===== src/rtl/divider_pkg.sv =====
`default_nettype none
// ============================================================================
// Module      : divider_pkg
// Description : Shared definitions for the iterative unsigned divider.
//               Holds the opcode constants, the default operand width and
//               the controller state encoding.
// Revision    : 1.0 - initial release
// ============================================================================
package divider_pkg;

    // Default operand width in bits
    localparam int DEFAULT_WIDTH = 32;

    // Operation select codes seen on the Signal input
    localparam logic [5:0] MULTU = 6'b011001;
    localparam logic [5:0] DIVU  = 6'b011011;
    localparam logic [5:0] OUT   = 6'b111111;

    // Controller states
    typedef enum logic [1:0] {
        IDLE = 2'd0,
        RUN  = 2'd1,
        DONE = 2'd2
    } state_t;

endpackage
`default_nettype wire


===== src/rtl/divider_div_step.sv =====
`default_nettype none
// ============================================================================
// Module      : div_step
// Description : One combinational restoring-division iteration.
//               The partial remainder is shifted left with the next dividend
//               bit entering at bit 0; if the result is not smaller than the
//               divisor, the divisor is subtracted and a 1 quotient bit is
//               produced, otherwise the shifted value passes unchanged.
// Ports       : rem_in       - partial remainder, WIDTH+1 bits
//               dividend_bit - next dividend bit (MSB first)
//               divisor      - divisor, WIDTH bits
//               rem_out      - updated partial remainder, WIDTH+1 bits
//               quot_bit     - quotient bit produced by this step
// Revision    : 1.0 - initial release
// ============================================================================
module div_step
    import divider_pkg::*;
#(
    parameter int WIDTH = DEFAULT_WIDTH
) (
    input  logic [WIDTH:0]   rem_in,
    input  logic             dividend_bit,
    input  logic [WIDTH-1:0] divisor,
    output logic [WIDTH:0]   rem_out,
    output logic             quot_bit
);

    logic [WIDTH:0] w_shifted;
    logic           w_fits;

    assign w_shifted = {rem_in[WIDTH-1:0], dividend_bit};

    // A set top bit on the incoming remainder means the shifted value exceeds
    // any WIDTH-bit divisor, so the subtraction is taken regardless of the
    // truncated comparison. In normal restoring operation that bit is zero.
    assign w_fits   = rem_in[WIDTH] | (w_shifted >= {1'b0, divisor});
    assign rem_out  = w_fits ? (w_shifted - {1'b0, divisor}) : w_shifted;
    assign quot_bit = w_fits;

endmodule
`default_nettype wire


===== src/rtl/divider.sv =====
`default_nettype none
// ============================================================================
// Module      : divider
// Description : Sequential unsigned restoring divider, one quotient bit per
//               clock. A request (start with Signal = DIVU) is accepted only
//               in IDLE; the operation then runs for WIDTH cycles and the
//               result {remainder, quotient} is published on dataOut with a
//               one-cycle done pulse. A zero divisor skips the iterations and
//               completes in the cycle right after the accept edge with
//               quotient = all ones, remainder = dividend.
// Ports       : clk       - clock, rising edge
//               reset     - synchronous, active-high
//               start     - division request, sampled only in IDLE
//               Signal    - operation select (DIVU starts, others ignored)
//               dataA     - dividend (unsigned)
//               dataB     - divisor (unsigned)
//               dataOut   - {remainder, quotient}, held until next result
//               busy      - high while iterating
//               done      - one-cycle pulse when dataOut becomes valid
//               divByZero - last accepted operation had a zero divisor
// Revision    : 1.0 - initial release
// ============================================================================
module divider
    import divider_pkg::*;
#(
    parameter int WIDTH = DEFAULT_WIDTH
) (
    input  logic                 clk,
    input  logic                 reset,
    input  logic                 start,
    input  logic [5:0]           Signal,
    input  logic [WIDTH-1:0]     dataA,
    input  logic [WIDTH-1:0]     dataB,
    output logic [2*WIDTH-1:0]   dataOut,
    output logic                 busy,
    output logic                 done,
    output logic                 divByZero
);

    localparam int                 c_CNT_W = $clog2(WIDTH + 1);
    localparam logic [c_CNT_W-1:0] c_LAST  = c_CNT_W'(WIDTH - 1);

    state_t               r_state;
    state_t               w_state_next;

    // r_dq starts as the dividend and shifts left each step; the vacated
    // LSBs collect quotient bits, so after WIDTH steps it holds the quotient.
    logic [WIDTH-1:0]     r_dq;
    logic [WIDTH-1:0]     r_divisor;
    logic [WIDTH:0]       r_rem;
    logic [c_CNT_W-1:0]   r_count;
    logic [2*WIDTH-1:0]   r_data_out;
    logic                 r_div_by_zero;

    logic                 w_accept;
    logic                 w_zero;
    logic                 w_last;
    logic [WIDTH:0]       w_rem_next;
    logic                 w_quot_bit;
    logic [WIDTH-1:0]     w_dq_next;

    assign w_accept  = (r_state == IDLE) && start && (Signal == DIVU);
    assign w_zero    = (dataB == '0);
    assign w_last    = (r_count == c_LAST);
    assign w_dq_next = {r_dq[WIDTH-2:0], w_quot_bit};

    div_step #(
        .WIDTH        (WIDTH)
    ) u_div_step (
        .rem_in       (r_rem),
        .dividend_bit (r_dq[WIDTH-1]),
        .divisor      (r_divisor),
        .rem_out      (w_rem_next),
        .quot_bit     (w_quot_bit)
    );

    // ------------------------------------------------------------------
    // Controller
    // ------------------------------------------------------------------
    always_ff @(posedge clk) begin
        if (reset) begin
            r_state <= IDLE;
        end else begin
            r_state <= w_state_next;
        end
    end

    always_comb begin
        w_state_next = r_state;
        busy         = 1'b0;
        done         = 1'b0;
        case (r_state)
            IDLE: begin
                if (w_accept) begin
                    w_state_next = w_zero ? DONE : RUN;
                end
            end
            RUN: begin
                busy = 1'b1;
                if (w_last) begin
                    w_state_next = DONE;
                end
            end
            DONE: begin
                done         = 1'b1;
                w_state_next = IDLE;
            end
            default: begin
                w_state_next = IDLE;
            end
        endcase
    end

    // ------------------------------------------------------------------
    // Datapath
    // ------------------------------------------------------------------
    always_ff @(posedge clk) begin
        if (reset) begin
            r_dq          <= '0;
            r_divisor     <= '0;
            r_rem         <= '0;
            r_count       <= '0;
            r_data_out    <= '0;
            r_div_by_zero <= 1'b0;
        end else begin
            case (r_state)
                IDLE: begin
                    if (w_accept) begin
                        r_dq          <= dataA;
                        r_divisor     <= dataB;
                        r_rem         <= '0;
                        r_count       <= '0;
                        r_div_by_zero <= w_zero;
                        if (w_zero) begin
                            r_data_out <= {dataA, {WIDTH{1'b1}}};
                        end
                    end
                end
                RUN: begin
                    r_rem   <= w_rem_next;
                    r_dq    <= w_dq_next;
                    r_count <= r_count + 1'b1;
                    // Publish only the finished result; the restored
                    // remainder always fits in WIDTH bits.
                    if (w_last) begin
                        r_data_out <= {w_rem_next[WIDTH-1:0], w_dq_next};
                    end
                end
                default: begin
                end
            endcase
        end
    end

    assign dataOut   = r_data_out;
    assign divByZero = r_div_by_zero;

endmodule
`default_nettype wire


===== config.mk =====
export PLATFORM = sky130hd
export DESIGN_NAME = divider
export DESIGN_NICKNAME = d
export VERILOG_FILES = /design/src/rtl/divider_pkg.sv /design/src/rtl/divider_div_step.sv /design/src/rtl/divider.sv
export SDC_FILE = /design/constraint.sdc
export NUM_CORES = 1
export LEC_CHECK = 0
export ABC_CLOCK_PERIOD_IN_PS = 6400
export BUFFER_PORTS_ARGS = -buffer_cell sky130_fd_sc_hd__buf_2
export CAP_MARGIN = 20
export CORE_MARGIN = 1
export CORE_UTILIZATION = 62
export DETAILED_ROUTE_END_ITERATION = 12
export GPL_TIMING_DRIVEN = 0
export HOLD_SLACK_MARGIN = 0.12
export PLACE_DENSITY = 0.86
export SLEW_MARGIN = 20
export SYNTH_ARGS = -nofsm -noshare
export SYNTH_HDL_FRONTEND = slang
export SYNTH_SLANG_ARGS = --single-unit

===== constraint.sdc =====
create_clock -name clk -period 6.4 [get_ports clk]
set_input_delay 1.28 -clock clk [delete_from_list [all_inputs] [get_ports clk]]
set_output_delay 1.28 -clock clk [all_outputs]
set_load 0.02 [all_outputs]

==> reports/summary.md <==
* **overall die area** 0.0149 sq mm
* **Top Usage Layer GRT** met2
* **count of fill cells added during filler insertion** 1094
* **Antenna Cells** 0
* **result of the run** complete, no violations
* **Final Hold Vio Count** 0
* **power share of the sequential group** 0.448
* **switching power** 577 uW
* **xor and xnor fraction of the mapped netlist area** 0.0284
* **detail-routed net length per standard cell** 19.0 um
* **antenna violations before repair** 0
* **switching portion of total power** 0.243
* **FF-to-FF path depth** 12
* **total of buffers placed on input and output ports** 139
* **floorplan row count** 43
* **GR Layer Usage met2** 0.617
* **placed wire-length estimate** 21500 um
* **main combinational cell family by area after synthesis** simple AND/OR/NAND/NOR gates
* **drt initial violations** 982
* **category of the worst setup path capture point** primary output
* **Slew headroom** 0.498
* **Fin Setup TNS** 0 ns
* **postcts setup bufs** 0
* **Antenna Violating Nets Remaining** 0
* **required time reported for the critical path endpoint** 5.12 ns
* **max-slew violation count** 0
* **most common library cell in the layout ignoring fill and taps** nor2_1
* **final worst path period share** 0.615
* **top library cells by usage in the layout, fill and taps aside** nor2_1, dfxtp_1, buf_2
* **startpoint kind of the worst setup timing path** flop
* **arrival time of data at the critical path endpoint** 2.66 ns
* **total chip power** 2380 uW
* **final setup vio count** 0
* **TritonCTS Sinks** 170
* **Placed Area** 0.00988 sq mm
* **top fanout value on the critical path** 10
* **time the worst path needs with I/O delays and setup** 3.94 ns
* **weighted congestion reported at the end of routability-driven placement** 1.00
* **die span in x** 122 um
* **Worst R2R End** dataOut[52]$_SDFFE_PP0P_
* **core region area** 0.0140 sq mm
* **Pint** 1800 uW
* **library cells used by synthesis** 74
* **start of the worst register-to-register path** r_rem[6]$_SDFFE_PP0P_
* **Overflow after GRT** 0
* **vias in the first global route** 8444
* **final net count** 1403
* **gate count of the mapped netlist** 1138
* **routed vias** 9079
* **clock tree from TritonCTS** done
* **share of synthesized area spent on multiplexers** 0.0342
* **number of instances resized during post-cts repair** 0
* **routed wire length** 28300 um
* **Avg Cell Area, Syn** 7.87 sq um
* **root buffer cell** clkbuf_16
* **Yosys warnings** 0
* **post-synth design cell area** 0.00896 sq mm
* **post-synthesis sequential area ratio** 0.380
* **Logic pwr share** 0.073
* **Setup CP Type** flop to primary output
* **global routing met1 resource utilization** 0.473
* **overall global routing resource usage** 0.384
* **Layout Skew** 0.00674 ns
* **Post-synth EDFFs** 0
* **clock buffer depth** 2
* **maximum clock rate** 254 MHz
* **overall die height** 122 um
* **power density cells** 226 mW/mm^2
* **r2r setup slk** 3.10 ns
* **count of max-cap constraint violations** 0
* **leakage dissipation** 0.00450 uW
* **clk_lat worst skew** 0.44 ns
* **clock input transition at the sequential cells of the worst setup and hold paths** 0.07 ns
* **Pre-antenna DRT Iters** 6
* **initial cell density of the core** 0.640
* **share of final-layout standard cells stronger than drive strength 1** 0.170
* **ratio of routed vias to standard cells** 6.10
* **post-route cell area** 0.0105 sq mm
* **H-tree depth reported by CTS** 4
* **RSZ-0062 raised after global routing** no
* **post-synth net total** 1245
* **arithmetic-cell share of the synthesized area counting full adders, half adders and majority gates** 0.0483
* **global-route wire length before repair** 43300 um
* **peak supply drop** 0.173 mV
* **Crit. Startpoint** r_state[1]$_SDFFE_PP0P_
* **CTS Hold Bufs** 0
* **GR Util met3** 0.0833
* **simple-gate portion of the synthesized area** 0.242
* **worst min-delay path category** flop to flop
* **number of top-level pins** 140
* **endpoint of the worst setup timing path** busy
* **pin count of the biggest net entering global routing** 17
* **FF+latch count, synth** 170
* **leading register cell type out of synthesis** dfxtp_1
* **area growth from synthesis to layout** 17.5%
* **share of the synthesized area in compound gates (AO/OA/AOI/OAI)** 0.202
* **async set-or-reset flop fraction in the synthesized netlist** 0
* **Clock power frac** 0.479
* **TritonCTS buffer count** 17
* **Slew @ Worst Pin** 0.748 ns
* **number of remaining DRC errors** 0
cell families after synthesis:
family	after synthesis
flip-flops	170
AND/OR/NAND/NOR	464
XOR/XNOR	29
adder cells (fa/ha/maj)	34
multiplexers	26
AO/OA/AOI/OAI	282
buffers and inverters	133
registers in the layout, summed over array words and instances (netlist names):
register,cells
r_divisor,32
dataOut,64
r_state,2
r_rem,33
r_dq,32
divByZero,1
r_count,6
synth_stat cells (9+ instances only):
cell type	instances	area share
nor2_1	176	0.074
dfxtp_1	170	0.38
nand2_1	137	0.057
a21oi_1	104	0.058
clkbuf_1	54	0.023
inv_1	46	0.019
a211oi_1	41	0.034
nor4_1	39	0.027
ha_1	33	0.046
nand3_1	27	0.015
o21ai_0	27	0.015
xnor2_1	21	0.021
a21o_1	19	0.016
buf_2	16	0.0089
nand4_1	15	0.010
mux2i_1	13	0.015
nand3b_1	13	0.011
nor3_1	12	0.0067
o21ai_1	12	0.0067
o21a_1	11	0.0092
nand2b_1	10	0.0070
a31oi_1	9	0.0063
o211ai_1	9	0.0075
layer usage:
metal  vias up  wire, um
li1       4325         -
met1      4141     11300
met2       499     12700
met3       114      2870
met4         0      1520
met5         -         0
worst min path at each step:
stage | slack, ns | to | cells after the start | from
3_3_place_gp | 0.44 | dataOut[43]$_SDFFE_PP0P_ | 2 | dataOut[43]$_SDFFE_PP0P_
3_5_place_dp | 0.45 | dataOut[40]$_SDFFE_PP0P_ | 2 | dataOut[40]$_SDFFE_PP0P_
5_1_grt | 0.47 | r_divisor[27]$_SDFFE_PP0P_ | 2 | r_divisor[27]$_SDFFE_PP0P_
4_1_cts | 0.46 | dataOut[40]$_SDFFE_PP0P_ | 2 | dataOut[40]$_SDFFE_PP0P_
6_report | 0.45 | r_divisor[25]$_SDFFE_PP0P_ | 2 | r_divisor[25]$_SDFFE_PP0P_
2_1_floorplan | 0.43 | r_rem[32]$_SDFFE_PP0P_ | 2 | r_rem[32]$_SDFFE_PP0P_
worst max-delay path, stage by stage (launching register included):
cell	delay, ns
dfxtp_1	0.31
nand2b_1	0.13
clkbuf_1	0.25
inv_1	0.23
clkbuf_1	0.48
clkbuf_1	0.53
buf_2	0.27
metrics by stage:
step                 util  hold WS [ns]  cells  setup WS (ns)
finish              0.752         0.454   1489           2.46
global route        0.752         0.468   1489           2.45
CTS                 0.752         0.456   1489           2.57
detailed placement  0.706         0.447   1457           2.31
global placement    0.706         0.438   1457           2.34
floorplan               -         0.427   1138           3.24
cell type report:
type | instances | area, sq um | area share
multi-input cells | 835 | 4980 | 0.473
flip-flops and latches | 170 | 3400 | 0.323
repair buffers | 139 | 696 | 0.0661
clock buffers | 18 | 439 | 0.0417
plain buffers | 87 | 404 | 0.0384
well taps | 180 | 225 | 0.0214
clock inverters | 14 | 208 | 0.0197
inverters | 46 | 173 | 0.0164
power by group through the flow:
stage          logic (uW)  registers (uW)  clock network (uW)
6_report              173            1060                1140
5_1_grt               181            1060                1170
4_1_cts               166            1060                1130
2_1_floorplan        97.2            1090                   0
3_3_place_gp          162            1090                   0
3_5_place_dp          164            1090                   0
Note: power is estimated with default switching activity, not from simulation.
